<file path="src/rtl/clock_pkg.sv">
// Shared definitions for the BCD clock: FSM state encoding, BCD digit limits and
// the legality rule for the number of scanned digits.
package clock_pkg;

    typedef enum logic [1:0] {
        StRun,
        StSetHour,
        StSetMin
    } state_e;

    localparam logic [3:0] ONES_MAX         = 4'd9;
    localparam logic [3:0] SEC_MIN_TENS_MAX = 4'd5;
    localparam logic [7:0] HOUR_WRAP        = 8'h23;

    function automatic bit num_digits_ok(input int unsigned n);
        return (n == 4) || (n == 6);
    endfunction

endpackage

</file>
<file path="src/rtl/bcd_pair_counter.sv">
// Two-digit BCD counter that wraps to 00 after {WRAP_TENS, WRAP_ONES}.
// carry is a registered one-cycle pulse for the increment that wrapped.
module bcd_pair_counter
    import clock_pkg::*;
#(
    parameter logic [3:0] WRAP_TENS = SEC_MIN_TENS_MAX,
    parameter logic [3:0] WRAP_ONES = ONES_MAX
) (
    input  logic       clk,
    input  logic       RESETn,
    input  logic       inc,
    input  logic       clr,
    output logic [3:0] tens,
    output logic [3:0] ones,
    output logic       carry
);

    logic [3:0] tens_q;
    logic [3:0] ones_q;
    logic       carry_q;
    logic       at_wrap;

    assign at_wrap = (tens_q == WRAP_TENS) && (ones_q == WRAP_ONES);

    always_ff @(posedge clk) begin
        if (!RESETn) begin
            tens_q  <= 4'd0;
            ones_q  <= 4'd0;
            carry_q <= 1'b0;
        end else begin
            carry_q <= inc && !clr && at_wrap;
            if (clr) begin
                tens_q <= 4'd0;
                ones_q <= 4'd0;
            end else if (inc) begin
                if (at_wrap) begin
                    tens_q <= 4'd0;
                    ones_q <= 4'd0;
                end else if (ones_q == ONES_MAX) begin
                    tens_q <= tens_q + 4'd1;
                    ones_q <= 4'd0;
                end else begin
                    ones_q <= ones_q + 4'd1;
                end
            end
        end
    end

    assign tens  = tens_q;
    assign ones  = ones_q;
    assign carry = carry_q;

endmodule

</file>
<file path="src/rtl/clock_scan_ctrl.sv">
// BCD HH:MM:SS clock with set-time FSM, 12/24-hour display and a registered
// multiplexed digit scan feeding an external BCD-to-segment decoder.
module clock_scan_ctrl
    import clock_pkg::*;
#(
    parameter int unsigned NUM_DIGITS     = 4,
    parameter bit          SEL_ACTIVE_LOW = 1'b1
) (
    input  logic                  clk,
    input  logic                  RESETn,
    input  logic                  enable,
    input  logic                  tick_sec,
    input  logic                  scan_tick,
    input  logic                  btn_mode,
    input  logic                  btn_inc,
    input  logic                  mode_12h,
    output logic [3:0]            seg_digit,
    output logic                  seg_blank,
    output logic                  seg_dp,
    output logic [NUM_DIGITS-1:0] seg_sel,
    output logic                  pm_led,
    output logic                  sec_led,
    output logic                  day_carry,
    output logic [23:0]           time_bcd
);

    if (!num_digits_ok(NUM_DIGITS)) begin : g_bad_num_digits
        $error("clock_scan_ctrl: NUM_DIGITS must be 4 or 6");
    end

    state_e                state_q;
    logic                  blink_q;
    logic [2:0]            scan_idx_q;
    logic [NUM_DIGITS-1:0] seg_sel_q;
    logic [3:0]            seg_digit_q;
    logic                  seg_blank_q;
    logic                  seg_dp_q;

    logic [3:0] sec_t, sec_o, min_t, min_o, hr_t, hr_o;
    logic       sec_carry, min_carry, hr_carry;

    // Qualified strobes: mode beats inc, and mode in RUN swallows the tick.
    logic mode_p, inc_p, tick_p;
    logic sec_inc, sec_clr, min_inc, hr_inc, sec_max, min_max;

    always_comb begin
        mode_p  = enable && btn_mode;
        inc_p   = enable && btn_inc && !btn_mode;
        tick_p  = enable && tick_sec;
        sec_max = (sec_t == SEC_MIN_TENS_MAX) && (sec_o == ONES_MAX);
        min_max = (min_t == SEC_MIN_TENS_MAX) && (min_o == ONES_MAX);
        sec_clr = mode_p && (state_q == StRun);
        sec_inc = tick_p && !btn_mode && (state_q == StRun);
        min_inc = (sec_inc && sec_max) || (inc_p && (state_q == StSetMin));
        hr_inc  = (sec_inc && sec_max && min_max) || (inc_p && (state_q == StSetHour));
    end

    bcd_pair_counter #(
        .WRAP_TENS (SEC_MIN_TENS_MAX),
        .WRAP_ONES (ONES_MAX)
    ) u_sec (
        .clk    (clk),
        .RESETn (RESETn),
        .inc    (sec_inc),
        .clr    (sec_clr),
        .tens   (sec_t),
        .ones   (sec_o),
        .carry  (sec_carry)
    );

    bcd_pair_counter #(
        .WRAP_TENS (SEC_MIN_TENS_MAX),
        .WRAP_ONES (ONES_MAX)
    ) u_min (
        .clk    (clk),
        .RESETn (RESETn),
        .inc    (min_inc),
        .clr    (1'b0),
        .tens   (min_t),
        .ones   (min_o),
        .carry  (min_carry)
    );

    bcd_pair_counter #(
        .WRAP_TENS (HOUR_WRAP[7:4]),
        .WRAP_ONES (HOUR_WRAP[3:0])
    ) u_hour (
        .clk    (clk),
        .RESETn (RESETn),
        .inc    (hr_inc),
        .clr    (1'b0),
        .tens   (hr_t),
        .ones   (hr_o),
        .carry  (hr_carry)
    );

    // Only the midnight rollover wraps all three counters in the same cycle.
    assign day_carry = sec_carry && min_carry && hr_carry;
    assign time_bcd  = {hr_t, hr_o, min_t, min_o, sec_t, sec_o};
    assign sec_led   = (state_q == StRun) ? sec_o[0] : 1'b1;

    logic       is_pm;
    logic [3:0] disp_t, disp_o;

    always_comb begin
        is_pm  = (hr_t == 4'd2) || ((hr_t == 4'd1) && (hr_o >= 4'd2));
        disp_t = hr_t;
        disp_o = hr_o;
        if (mode_12h) begin
            if (hr_t == 4'd0 && hr_o == 4'd0) begin
                disp_t = 4'd1;
                disp_o = 4'd2;
            end else if (hr_t == 4'd1 && hr_o >= 4'd3) begin
                disp_t = 4'd0;
                disp_o = hr_o - 4'd2;
            end else if (hr_t == 4'd2 && hr_o <= 4'd1) begin
                disp_t = 4'd0;
                disp_o = hr_o + 4'd8;
            end else if (hr_t == 4'd2) begin
                disp_t = 4'd1;
                disp_o = hr_o - 4'd2;
            end
        end
    end

    assign pm_led = mode_12h && is_pm;

    // field numbers digits of HHMMSS from the right; a 4-digit display starts at min_o.
    logic [2:0]            field;
    logic [3:0]            field_val;
    logic                  field_dark;
    logic                  field_dp;
    logic [NUM_DIGITS-1:0] sel_hot;

    always_comb begin
        field = scan_idx_q + ((NUM_DIGITS == 4) ? 3'd2 : 3'd0);
        case (field)
            3'd0:    field_val = sec_o;
            3'd1:    field_val = sec_t;
            3'd2:    field_val = min_o;
            3'd3:    field_val = min_t;
            3'd4:    field_val = disp_o;
            3'd5:    field_val = disp_t;
            default: field_val = 4'd0;
        endcase
        field_dark = ((field == 3'd5) && mode_12h && (disp_t == 4'd0))
                  || (blink_q && (((state_q == StSetHour) && (field >= 3'd4))
                               || ((state_q == StSetMin)
                                   && ((field == 3'd2) || (field == 3'd3)))));
        field_dp = (field == 3'd4) && sec_o[0];
        sel_hot  = '0;
        for (int i = 0; i < NUM_DIGITS; i++) begin
            sel_hot[i] = (scan_idx_q == 3'(i));
        end
    end

    always_ff @(posedge clk) begin
        if (!RESETn) begin
            state_q     <= StRun;
            blink_q     <= 1'b0;
            scan_idx_q  <= 3'd0;
            seg_sel_q   <= {NUM_DIGITS{SEL_ACTIVE_LOW}};
            seg_digit_q <= 4'd0;
            seg_blank_q <= 1'b1;
            seg_dp_q    <= 1'b0;
        end else begin
            if (mode_p) begin
                unique case (state_q)
                    StRun:     state_q <= StSetHour;
                    StSetHour: state_q <= StSetMin;
                    StSetMin:  state_q <= StRun;
                    default:   state_q <= StRun;
                endcase
            end
            if (tick_p) begin
                blink_q <= !blink_q;
            end
            // Scan runs regardless of enable so the display never freezes on one digit.
            if (scan_tick) begin
                seg_sel_q   <= SEL_ACTIVE_LOW ? ~sel_hot : sel_hot;
                seg_digit_q <= field_val;
                seg_blank_q <= field_dark;
                seg_dp_q    <= field_dp;
                scan_idx_q  <= (scan_idx_q == 3'(NUM_DIGITS - 1)) ? 3'd0 : scan_idx_q + 3'd1;
            end
        end
    end

    assign seg_sel   = seg_sel_q;
    assign seg_digit = seg_digit_q;
    assign seg_blank = seg_blank_q;
    assign seg_dp    = seg_dp_q;

endmodule

</file>
<file path="config.mk">
export PLATFORM = sky130hd
export DESIGN_NAME = clock_scan_ctrl
export DESIGN_NICKNAME = d
export VERILOG_FILES = /design/src/rtl/clock_pkg.sv /design/src/rtl/bcd_pair_counter.sv /design/src/rtl/clock_scan_ctrl.sv
export SDC_FILE = /design/constraint.sdc
export NUM_CORES = 1
export LEC_CHECK = 0
export BUFFER_PORTS_ARGS = -buffer_cell sky130_fd_sc_hd__buf_2
export CAP_MARGIN = 10
export CORE_MARGIN = 2
export CORE_UTILIZATION = 39
export DETAILED_ROUTE_END_ITERATION = 10
export GPL_ROUTABILITY_DRIVEN = 0
export HOLD_SLACK_MARGIN = 0.1
export PLACE_DENSITY_LB_ADDON = 0.05
export SYNTH_ARGS = -nofsm -noshare
export SYNTH_HDL_FRONTEND = slang
export SYNTH_HIERARCHICAL = 1
export SYNTH_SLANG_ARGS = --single-unit
</file>
<file path="constraint.sdc">
create_clock -name clk -period 7.55 [get_ports clk]
set_clock_uncertainty 0.05 [all_clocks]
set_input_delay 0.3775 -clock clk [delete_from_list [all_inputs] [get_ports clk]]
set_output_delay 0.3775 -clock clk [all_outputs]
set_load 0.05 [all_outputs]
</file>
Word-level counts from Yosys, hierarchy flattened
Index checks and enable logic that the tools add are counted.
{ "word_totals": {"output_inout_bits": 37, "input_bits": 8, "register_bits": 43, "word_cells": 129} }
{ "op_classes": {"n_mux": 26, "add_sub_neg": 10, "bitwise": 2, "reduce_logical": 53, "magnitude_cmp": 4, "eq_ne": 18} }
{ "op_table": {"columns": ["op", "n"], "rows": [
  ["$mux W4", 22],
  ["$logic_and A1 B1 Y1", 31],
  ["$add A4 B1 Y4 const B", 6],
  ["$pmux W4 S6", 1],
  ["$eq A3 B2 Y1 const B", 4],
  ["$eq A4 B4 Y1 const B", 3],
  ["$logic_not A4 Y1", 3],
  ["$eq A4 B2 Y1 const B", 2],
  ["$eq A4 B3 Y1 const B", 2],
  ["$ge A4 B2 Y1 const B", 2],
  ["$eq A3 B1 Y1 const B", 2],
  ["$eq A3 B3 Y1 const B", 2],
  ["$logic_not A3 Y1", 2],
  ["$logic_or A1 B1 Y1", 6],
  ["$reduce_and A2 Y1", 3],
  ["$reduce_bool A2 Y1", 3],
  ["$add A4 B4 Y4 const B", 1],
  ["$eq A4 B1 Y1 const B", 1],
  ["$le A4 B1 Y1 const B", 1],
  ["$not A4 Y4", 1],
  ["$pmux W2 S2", 1],
  ["$sub A4 B2 Y4 const B", 1],
  ["$add A3 B1 Y3 const B", 1],
  ["$add A3 B2 Y3 const B", 1],
  ["other kinds (9)", 11]
]} }

Logic depth before layout (Yosys ltp)
Gate-level depths: netlist of the first run.
{ "depth": {"ltp_word": 9, "depth_mapped": 8, "ltp_nobuf": 7} }

Cells and area by module
The synthesis of the first run kept the hierarchy.
{ "modules_own_cells": {"columns": ["module", "area_per_inst_um2", "cells_per_inst", "seq_area_each_um2", "n_inst"], "rows": [
  ["clock_scan_ctrl", 1194.9, 158, 320.3, 1],
  ["bcd_pair_counter (u_min ...)", 457.9, 49, 180.2, 2],
  ["bcd_pair_counter (u_hour)", 478.0, 51, 180.2, 1]
]} }

Worst setup path after synthesis of the first run
Ideal clock, no wire load.
{ "synth_path": {"path_type": "input-to-reg", "from": "in tick_sec", "to": "reg u_hour.tens_q[3] (netlist: u_hour/tens[3])", "path_stages": 8, "setup_slack_ps": 4977, "t_arrival_ps": 2453, "required_time_ps": 7430, "path_buffers": 1, "setup_ps": 70, "cell_sequence": "nand2_1 > nor4_1 > nand3_1 > o32ai_1 > buf_4 > inv_1 > or4_1 > o21ai_1"} }
{ "synth_via": {"elab_chain_cells": 7} }
{ "synth_rtl": {"columns": ["element", "line", "text"], "rows": [
  ["from (decl)", "clock_scan_ctrl.sv:12", "input logic tick_sec,"],
  ["$logic_and A1 B1 Y1", "clock_scan_ctrl.sv:49", "tick_p = enable && tick_sec;"],
  ["$logic_and A1 B1 Y1 (2 in series)", "clock_scan_ctrl.sv:53", "sec_inc = tick_p && !btn_mode && (state_q == StRun);"],
  ["via sec_inc", "clock_scan_ctrl.sv:44", "logic sec_inc, sec_clr, min_inc, hr_inc, sec_max, min_max;"],
  ["$logic_and A1 B1 Y1 (2 in series)", "clock_scan_ctrl.sv:55", "hr_inc = (sec_inc && sec_max && min_max) || (inc_p && (state_q == StSetHour));"],
  ["$logic_or A1 B1 Y1", "clock_scan_ctrl.sv:55", null],
  ["via hr_inc", "clock_scan_ctrl.sv:44", null],
  ["$reduce_and A2 Y1 (no source line)", null, null],
  ["to (signal assigned)", "bcd_pair_counter.sv:40", "tens_q <= tens_q + 4'd1;"],
  ["to (decl)", "bcd_pair_counter.sv:18", "logic [3:0] tens_q;"]
]} }
The timed path passes the listed nets, and every way through them passes these cells.
A chain may end at the register's enable or synchronous reset.

Worst setup path in the final report of the first run
{ "layout_path": {"from": "reg u_min.tens_q[2] (netlist: u_min/tens[2])", "to": "reg u_hour.tens_q[3] (netlist: u_hour/tens[3])"} }
{ "layout_via": {"elab_chain_cells": 5} }
{ "layout_rtl": {"columns": ["element", "line", "text"], "rows": [
  ["from (decl)", "bcd_pair_counter.sv:18", null],
  ["from (signal assigned)", "bcd_pair_counter.sv:40", null],
  ["$eq A4 B3 Y1", "clock_scan_ctrl.sv:51", "min_max = (min_t == SEC_MIN_TENS_MAX) && (min_o == ONES_MAX);"],
  ["$logic_and A1 B1 Y1", "clock_scan_ctrl.sv:51", null],
  ["$logic_and A1 B1 Y1", "clock_scan_ctrl.sv:55", null],
  ["$logic_or A1 B1 Y1", "clock_scan_ctrl.sv:55", null],
  ["via hr_inc", "clock_scan_ctrl.sv:44", null],
  ["$reduce_and A2 Y1 (no source line)", null, null]
]} }
The timed path passes the listed nets, and every way through them passes these cells.

==> results of run 1 <==
[cell families after synthesis]
| group | after synthesis | share of synthesized area |
|---|---|---|
| AND/OR/NAND/NOR | 134 | 0.312 |
| AO/OA/AOI/OAI | 79 | 0.199 |
| buffers and inverters | 25 | 0.0425 |
| multiplexers | 1 | 0.00387 |
| other | 1 | 0.00145 |
| adder cells (fa/ha/maj) | 19 | 0.0918 |
| flip-flops | 43 | 0.333 |
| XOR/XNOR | 5 | 0.0169 |
[power by group through the flow]
stage	Combinational, mW	Clock (mW)	Sequential [mW]
2_1_floorplan	0.0260	0	0.244
3_3_place_gp	0.0418	0	0.239
3_5_place_dp	0.0422	0	0.239
4_1_cts	0.0423	0.222	0.234
5_1_grt	0.0467	0.230	0.234
6_report	0.0421	0.216	0.234
[area by class of cell]
| class | count | area [um2] | area share |
|---|---|---|---|
| multi-input cells | 242 | 1630 | 0.542 |
| flip-flops and latches | 43 | 861 | 0.286 |
| well taps | 77 | 96.3 | 0.0320 |
| clock buffers | 6 | 72.6 | 0.0241 |
| inverters | 14 | 52.6 | 0.0175 |
| repair buffers | 46 | 235 | 0.0782 |
| clock inverters | 2 | 60.1 | 0.0200 |
[sequential cells by signal, indices dropped and copies added (netlist names), 4 cells and up]
signal / cells
u_hour/tens: 4
u_hour/ones: 4
u_min/tens: 4
seg_sel: 4
u_min/ones: 4
u_sec/tens: 4
u_sec/ones: 4
seg_digit: 4
[final timing paths]
path / from / endpoint / cells past startpoint
worst min-delay path: RESETn / seg_sel[1] / 2
worst max register to register: u_min/tens[2] / u_hour/tens[3] / 6
worst min register to register: seg_sel[3] / seg_sel[3] / 2
worst max-delay path: u_min/tens[2] / u_hour/tens[3] / 6
[worst max-delay path, cell delays in order, from the launching register on]
cell	delay (ps)
dfxtp_1	470
or4b_1	470
o32ai_1	320
buf_4	220
inv_1	120
or4_1	530
o21ai_1	130
[cells in the final DEF (no fill, tap or decap), types with 6 or more instances in the layout]
cell type,netlist,layout
ha_1,19,19
buf_2,1,44
nand2_1,30,30
nand3_1,13,13
or3_1,6,6
o21ai_0,14,14
o31ai_1,6,6
a21oi_1,21,21
nor2b_1,10,10
dfxtp_1,43,43
a31oi_1,7,7
a22oi_1,6,6
inv_1,14,14
nand3b_1,14,14
nand2b_1,13,13
nor3_1,8,8
[metal layers]
layer  vias to the layer above  global-route usage  part of all wire
li1                       1214                   -                 -
met1                      1114               0.280              0.51
met2                        86               0.271              0.43
met3                        12              0.0292             0.047
met4                         0              0.0635             0.019
met5                         -                   0                 0
[per-stage QoR]
| stage | setup WS (ps) | cell area, um2 | utilization | std cells | hold slack (ps) |
|---|---|---|---|---|---|
| 2_1_floorplan | 4980 | 2600 | - | 310 | 404 |
| 3_3_place_gp | 5120 | 2870 | 0.450 | 422 | 407 |
| 3_5_place_dp | 5110 | 2870 | 0.450 | 422 | 408 |
| 4_1_cts | 5180 | 3010 | 0.471 | 430 | 372 |
| 5_1_grt | 4910 | 3010 | 0.471 | 430 | 378 |
| 6_report | 5170 | 3010 | 0.471 | 430 | 374 |
==> results by group, run 1 <==
Global routing
  – Total GRT Usage: 0.187
  – First-pass GRT wire length: ~11000 um
  – Initial antenna violation count: 0
  – Number of global-route vias before repair: 2120
  – Congestion Overflow GR: 0
  – Pin count of the biggest net entering global routing: 22

Clock tree
  – PostCTS Resize Cnt: 0
  – CTS Buf Count: 5
  – Max H-tree Level: 2
  – Root Buffer: clkbuf_8
  – Clk_lat worst skew: 300 ps
  – CTS tree: yes
  – Clk pin slew, worst setup/hold paths: ~90 ps
  – Post-CTS Setup Inserts: 0
  – CTS sink cnt: 43
  – # hold bufs at CTS: 0
  – Max Buffers Root-to-Sink: 2

STA
  – Slew headroom: 0.446
  – Setup-failing EPs final: 0
  – Final worst-path cycle share: 0.315
  – RSZ-0062 raised after global routing: false
  – Slew Limit Fails: 0
  – Slew @ Worst Pin: 823 ps
  – Achievable frequency: between 400 and 500 MHz
  – Total Neg Setup Slack: 0 ps
  – Endpoints failing hold: 0
  – Min Clock Period, post-route: 2380 ps

Min path
  – HP Class: in -> reg

Detailed routing
  – Via Count: 2426
  – Antenna Nets Post-Route: 0
  – Final wirelength: 6600 um
  – Drt wl/cell: 15.4 um
  – DR vias/cell: 5.64
  – First-pass detailed-route iteration total: 5
  – 1st-iter DRT viols: 180
  – DRC violations left: 0

Placement
  – Final HPWL DP: 4670 um
  – IO buf count: 44

Die
  – Total I/O pin count: 45
  – Initial core utilization: 0.405
  – Die height: 85.5 um
  – Rows: 29
  – Core ar.: 6390 um2
  – Die Area: 7310 um2
  – Die X-Extent: between 80 and 90 um

Synthesis
  – Synth top cells by count: dfxtp_1, nand2_1, a21oi_1
  – Synthesis warning total: 6
  – Synth Flop Type: dfxtp_1
  – Yosys top cell by area: dfxtp_1
  – Synth area leaders: dfxtp_1, ha_1, nand2_1
  – Mapped Area: roughly 2600 um2
  – Post-synthesis cell count: between 300 and 400
  – Synth async-reset ratio: 0
  – Synth top area share: 0.333
  – Top-count cell post-synth: dfxtp_1
  – FF+latch count, synth: 43
  – Sequential area share after synthesis: 0.333
  – Synth unique cells: 57
  – Syn_area_per_cell: 8.43 um2
  – EDFF count, synth: 0

Final layout
  – Antenna Cells: 0
  – Fillers: 638
  – Share of cells above drive strength 1: 0.184
  – Area growth, synth to finish: 16.1%
  – Final Net Count: 379

Power and ir drop
  – Pwr dens: 164 nW/um2
  – Switching portion of total power: 0.236
  – LEAKAGE: approximately 1.2 nW
  – Gate power share: 0.086
  – Net switching power: 0.116 mW
  – Pint: 0.376 mW
  – VDD IR-drop max: 0.0748 mV
  – Sequential share of power: 0.475
  – Power consumption: a little under 0.5 mW
  – Power share of the clock group: 0.439

Flow run
  – Max Cap Viol: 0

Critical path
  – CP Class: reg -> reg
  – Setup crit end kind: flop
  – Req. time, crit path: 7730 ps
  – Arrival time of the worst setup path: 2560 ps
  – CP max FO: 9
  – R2r setup slk: approximately 5200 ps
  – Crit path launch type: flop

Run status
  – Status: finished clean
Power figures use the tool's default switching activity.
==> inputs of run 2 (changes only) <==
clock period = 2.4 ns   (was 7.55 ns; I/O delays follow)
==> results by group, run 2 (same netlist as run 1, synthesis figures left out) <==
Run status
  – Status: finished clean

Detailed routing
  – Final wirelength: 6830 um (+3.4%)
  – Antenna Nets Post-Route: 0 (unchanged)
  – Drt wl/cell: 15.4 um (+0.39%)
  – First-pass detailed-route iteration total: 4 (-1)
  – Via Count: 2455 (+1.2%)
  – DRC violations left: 0 (unchanged)
  – DR vias/cell: 5.54 (-1.8%)
  – 1st-iter DRT viols: 116 (-36%)

Clock tree
  – CTS sink cnt: 43 (unchanged)
  – # hold bufs at CTS: 0 (unchanged)
  – CTS Buf Count: 5 (unchanged)
  – Root Buffer: clkbuf_8
  – Max Buffers Root-to-Sink: 2 (unchanged)
  – Clk pin slew, worst setup/hold paths: 90 ps (about the same)
  – Max H-tree Level: 2 (unchanged)
  – CTS tree: yes
  – Clk_lat worst skew: 300 ps (about the same)

Die
  – Die height: 85.5 um (unchanged)
  – Rows: 29 (unchanged)
  – Core ar.: 6390 um2 (unchanged)
  – Die X-Extent: 85.5 um (unchanged)
  – Die Area: 7310 um2 (unchanged)
  – Total I/O pin count: 45 (unchanged)
  – Initial core utilization: 0.405 (unchanged)

Power and ir drop
  – Pwr dens: 444 nW/um2 (+170%)
  – LEAKAGE: 1.26 nW (+4.5%)
  – VDD IR-drop max: 0.251 mV (+240%)
  – Power consumption: 1.37 mW (+180%)

Global routing
  – First-pass GRT wire length: 11500 um (+4.7%)
  – Number of global-route vias before repair: 2221 (+4.8%)
  – Total GRT Usage: 0.197 (+0.00971)
  – Initial antenna violation count: 0 (unchanged)
  – Congestion Overflow GR: 0 (unchanged)
  – Pin count of the biggest net entering global routing: 22 (unchanged)

Final layout
  – Final instance area: 3090 um2 (+2.6%)
  – Antenna Cells: 0 (unchanged)
  – Most common cell after layout, fill and taps aside: buf_2
  – Share of cells above drive strength 1: 0.224 (+0.0399)
  – Area growth, synth to finish: 19.2%
  – Commonest cells after routing, fill and taps aside: buf_2, dfxtp_1, nand2_1
  – Final Net Count: 392 (+3.4%)
  – Final Non-Filler Cells: 443 (+3.0%)
  – Fin util: 0.483 (+0.0123)

Critical path
  – CP startpoint: state_q[1]
  – CP Class: reg -> reg
  – CP max FO: 7 (-2)
  – R2R depth: 6 (unchanged)
  – Crit path to: u_hour/tens[3]
  – Crit path launch type: flop
  – Reg-to-reg startpoint: state_q[1]
  – Req. time, crit path: 2580 ps (-5150 ps)
  – RR Endpoint: u_hour/tens[3]
  – Arrival time of the worst setup path: 2350 ps (-210 ps)
  – R2r setup slk: 230 ps (-4940 ps)
  – Setup crit end kind: flop

STA
  – Achievable frequency: 461 MHz (+9.5%)
  – Endpoints failing hold: 0 (unchanged)
  – Slew @ Worst Pin: 528 ps (-295 ps)
  – RSZ-0062 raised after global routing: false
  – Final worst-path cycle share: 0.904 (+0.589)
  – Min Clock Period, post-route: 2170 ps (-206 ps)
  – Total Neg Setup Slack: 0 ps (unchanged)
  – Post-route setup slack: 230 ps (-4940 ps)
  – Slew headroom: 0.648 (+0.202)
  – Min Hold Slack: 116 ps (-258 ps)
  – Slew Limit Fails: 0 (unchanged)
  – Setup-failing EPs final: 0 (unchanged)

Placement
  – Placed standard-cell area: 2980 um2 (+3.7%)
  – Place WS: 207 ps (-4900 ps)
  – Final HPWL DP: 4950 um (+5.9%)
  – Dpl cells: 435 (+3.1%)
  – IO buf count: 44 (unchanged)

Min path
  – HP Class: in -> reg

Flow run
  – Max Cap Viol: 0 (unchanged)
[run 2: changes by cell type in the layout (fill, tap and decap cells not counted), sizes merged]
cell      previous run  this run
clkinv               0         1
clkinvlp             0         1
bufinv               2         0
buf                 46        59
[run 2: how the worst min path moves through the flow]
stage,start,end,slack (ps),depth (start not counted)
after floorplan,RESETn,scan_idx_q[0],200,1
after global placement,seg_sel[3],seg_sel[3],410,2
after detailed placement,seg_sel[3],seg_sel[3],410,2
after CTS,RESETn,seg_sel[0],120,2
after global routing,RESETn,seg_sel[0],130,2
final,RESETn,seg_sel[2],120,2
[run 2: power breakdown]
part,internal (mW),switching (mW),leakage [nW]
Clock,0.235,0.262,0.0474
Sequential,0.724,0.00887,0.348
Combinational,0.0431,0.0954,0.866
[run 2: area by class of cell]
cell class | count | area (um2)
repair buffers | 59 | 333
clock buffers | 6 | 82.6
clock inverters | 2 | 16.3
well taps | 77 | 96.3
multi-input cells | 242 | 1640
fillers | 662 | 3300
inverters | 14 | 52.6
flip-flops and latches | 43 | 862
[run 2: critical path, cell delays in order, from the launching register on]
cell and delay, ps:
dfxtp_1 360, nor4_2 350, nand3_1 190, o32ai_2 330, inv_1 160, or4_1 540
o21ai_1 120
[run 2: timing repair]
item | in CTS | in global routing
endpoints found under the setup margin | 0 | 1
buffers inserted | 0 | 0
resized for setup | 0 | 1
[run 2: layer usage]
metal,global-route usage,part of all wire,vias to the layer above
met5,0,0,-
met4,0.0433,0.0064,0
met3,0.0302,0.046,4
met2,0.295,0.45,61
met1,0.297,0.50,1151
li1,-,-,1239
==> inputs of run 3 (changes only) <==
ABC_AREA = 1   (was not set)
==> results by group, run 3 <==
Final layout
  – Commonest cells after routing, fill and taps aside: nand2_1, inv_1, buf_2
  – Antenna Cells: 0 (unchanged)
  – Final instance area: 3290 um2 (+6.7%)
  – Most common cell after layout, fill and taps aside: nand2_1
  – Final Net Count: 486 (+24%)
  – Area growth, synth to finish: 16.3%
  – Fin util: 0.461 (-0.0221)
  – Share of cells above drive strength 1: 0.198 (-0.0262)

STA
  – Slew @ Worst Pin: 736 ps (+208 ps)
  – Achievable frequency: 491 MHz (+6.5%)
  – Total Neg Setup Slack: 0 ps (unchanged)
  – Final worst-path cycle share: 0.849 (-0.0555)
  – Slew Limit Fails: 0 (unchanged)
  – Post-route setup slack: 363 ps (+133 ps)
  – Setup-failing EPs final: 0 (unchanged)
  – Endpoints failing hold: 0 (unchanged)
  – Min Clock Period, post-route: 2040 ps (-133 ps)
  – RSZ-0062 raised after global routing: false
  – Slew headroom: 0.504 (-0.143)

Detailed routing
  – Via Count: 2670 (+8.8%)
  – DR vias/cell: 4.78 (-14%)
  – DRC violations left: 0 (unchanged)
  – Drt wl/cell: 12.6 um (-19%)
  – Final wirelength: 7020 um (+2.8%)
  – DR WL met2: 3230 um (+5.2%)
  – Met3 WL post-DR: 224 um (-29%)
  – 1st-iter DRT viols: 103 (-11%)
  – First-pass detailed-route iteration total: 4 (unchanged)
  – Antenna Nets Post-Route: 0 (unchanged)
  – Top routing layer in use: met4
  – WL met1: 3490 um (+2.4%)

Global routing
  – Number of global-route vias before repair: 2455 (+11%)
  – Initial antenna violation count: 0 (unchanged)
  – Congestion Overflow GR: 0 (unchanged)
  – First-pass GRT wire length: 11600 um (+1.1%)
  – Total GRT Usage: 0.188 (-0.00874)
  – Pin count of the biggest net entering global routing: 14 (-36%)

Placement
  – Placed standard-cell area: 3180 um2 (+6.8%)
  – Place WS: 375 ps (+169 ps)
  – Final HPWL DP: 5490 um (+11%)
  – IO buf count: 44 (unchanged)

Power and ir drop
  – Pint: 1.03 mW (+3.0%)
  – Pwr dens: 428 nW/um2 (-3.6%)
  – Sequential share of power: 0.522 (-0.013)
  – LEAKAGE: 1.54 nW (+22%)
  – Gate power share: 0.111 (+0.010)
  – VDD IR-drop max: 0.207 mV (-17%)
  – Switching portion of total power: 0.267 (-0.00119)
  – Power share of the clock group: 0.367 (+0.003)
  – Net switching power: 0.376 mW (+2.4%)

Die
  – Total I/O pin count: 45 (unchanged)
  – Initial core utilization: 0.397 (-0.00880)
  – Die height: 89.2 um (+4.3%)
  – Core ar.: 7140 um2 (+12%)
  – Die X-Extent: 89.2 um (+4.3%)
  – Rows: 31 (+6.9%)
  – Die Area: 7950 um2 (+8.9%)

Synthesis
  – Post-synthesis cell count: 406 (+32%)
  – Yosys top cell by area: dfxtp_1
  – Sequential area share after synthesis: 0.304 (-0.0284)
  – Synth Flop Type: dfxtp_1
  – Top-count cell post-synth: nand2_1
  – Synth async-reset ratio: 0 (unchanged)
  – Synthesis warning total: 6 (unchanged)
  – Synth area leaders: dfxtp_1, nand2_1, ha_1
  – Mapped Area: 2830 um2 (+9.3%)
  – Syn_area_per_cell: 6.97 um2 (-17%)
  – FF+latch count, synth: 43 (unchanged)
  – Synth top cells by count: nand2_1, inv_1, dfxtp_1
  – Synth top area share: 0.304 (-0.0284)
  – Synth unique cells: 43 (-25%)
  – EDFF count, synth: 0 (unchanged)

Clock tree
  – Clk_lat worst skew: 300 ps (about the same)
  – Clk pin slew, worst setup/hold paths: 80 ps (about the same)
  – CTS Buf Count: 5 (unchanged)
  – # hold bufs at CTS: 1 (+1)
  – PostCTS Resize Cnt: 0 (unchanged)
  – Max H-tree Level: 2 (unchanged)
  – Post-CTS Setup Inserts: 0 (unchanged)
  – Max Buffers Root-to-Sink: 2 (unchanged)
  – CTS tree: yes
  – Root Buffer: clkbuf_8
  – CTS sink cnt: 43 (unchanged)

Critical path
  – CP Class: reg -> reg
  – Setup crit end kind: flop
  – Crit path launch type: flop
  – Arrival time of the worst setup path: 2230 ps (-120 ps)
  – CP max FO: 7 (unchanged)
  – Slowest cell on the critical path: dfxtp_1
  – Req. time, crit path: 2590 ps (about the same)
  – CP peak stage delay: 470 ps (-70 ps)
  – CP bufs+invs: 2 (+1)
  – Delay-heaviest family, CP: simple AND/OR/NAND/NOR gates
  – Cells along the critical path: inv_1 -> nor4_1 -> nand3_1 -> o32ai_1 -> nand2_1 -> inv_1 -> nand3_1 -> a21oi_1 -> nand2_1 -> nor2_1

Run status
  – Status: finished clean

Min path
  – HP Class: in -> reg

Flow run
  – Max Cap Viol: 0 (unchanged)
==> run 3: cell types whose count changed after synthesis, moves of 7 or more <==
cell,delta
nand2_1,+59
inv_1,+45
nor2_1,+35
nand2b_1,-13
nand3_1,+13
nand3b_1,-11
nor2b_1,-10
nand2_2,+8
nand4_1,+7
==> run 3: logic make-up after synthesis <==
logic type | after synthesis | share of synthesized area
compound gates | 65 | 0.134
fa+ha+maj | 19 | 0.0840
other cells | 1 | 0.00132
flops | 43 | 0.304
buf+inv | 69 | 0.0986
xor+xnor | 3 | 0.00929
simple gates | 206 | 0.369
==> run 3: final cells by class <==
class	count	area, um2
Inverter	63	236
Timing Repair Buffer	51	275
Clock buffer	8	100
Sequential cell	43	861
Fill cell	810	3850
Multi-Input combinational cell	295	1690
Tap cell	99	124
==> run 3: metal layers <==
metal / vias up / global-route usage
met1: 1200 / 0.255
met4: 0 / 0.0556
li1: 1421 / -
met2: 44 / 0.309
met5: - / 0
met3: 5 / 0.0295
==> run 3: metrics by stage <==
step	total power, mW	hold WS, ps	instances
after floorplan	0.870	139	407
after global placement	0.907	362	550
after detailed placement	0.908	359	550
after CTS	1.43	108	559
after global routing	1.48	122	559
final	1.41	118	559
==> run 3: tightest hold or removal path, stage by stage <==
cell and delay, ps:
buf_2 170, nand2_1 90, nand2_1 40
==> run 3: final timing paths <==
kind | endpoint | start | slack, ps | depth (start not counted)
max | u_hour/ones[3] | u_sec/tens[0] | 360 | 10
min | seg_blank | scan_tick | 120 | 3
max reg2reg | u_hour/ones[3] | u_sec/tens[0] | 360 | 10
min reg2reg | seg_digit[0] | seg_digit[0] | 410 | 2
==> run 3: power groups by stage <==
stage | Sequential, mW | Clock (mW) | Combinational [mW]
after floorplan | 0.775 | 0 | 0.0954
after global placement | 0.752 | 0 | 0.156
after detailed placement | 0.752 | 0 | 0.156
after CTS | 0.736 | 0.534 | 0.158
after global routing | 0.737 | 0.563 | 0.176
final | 0.735 | 0.516 | 0.156
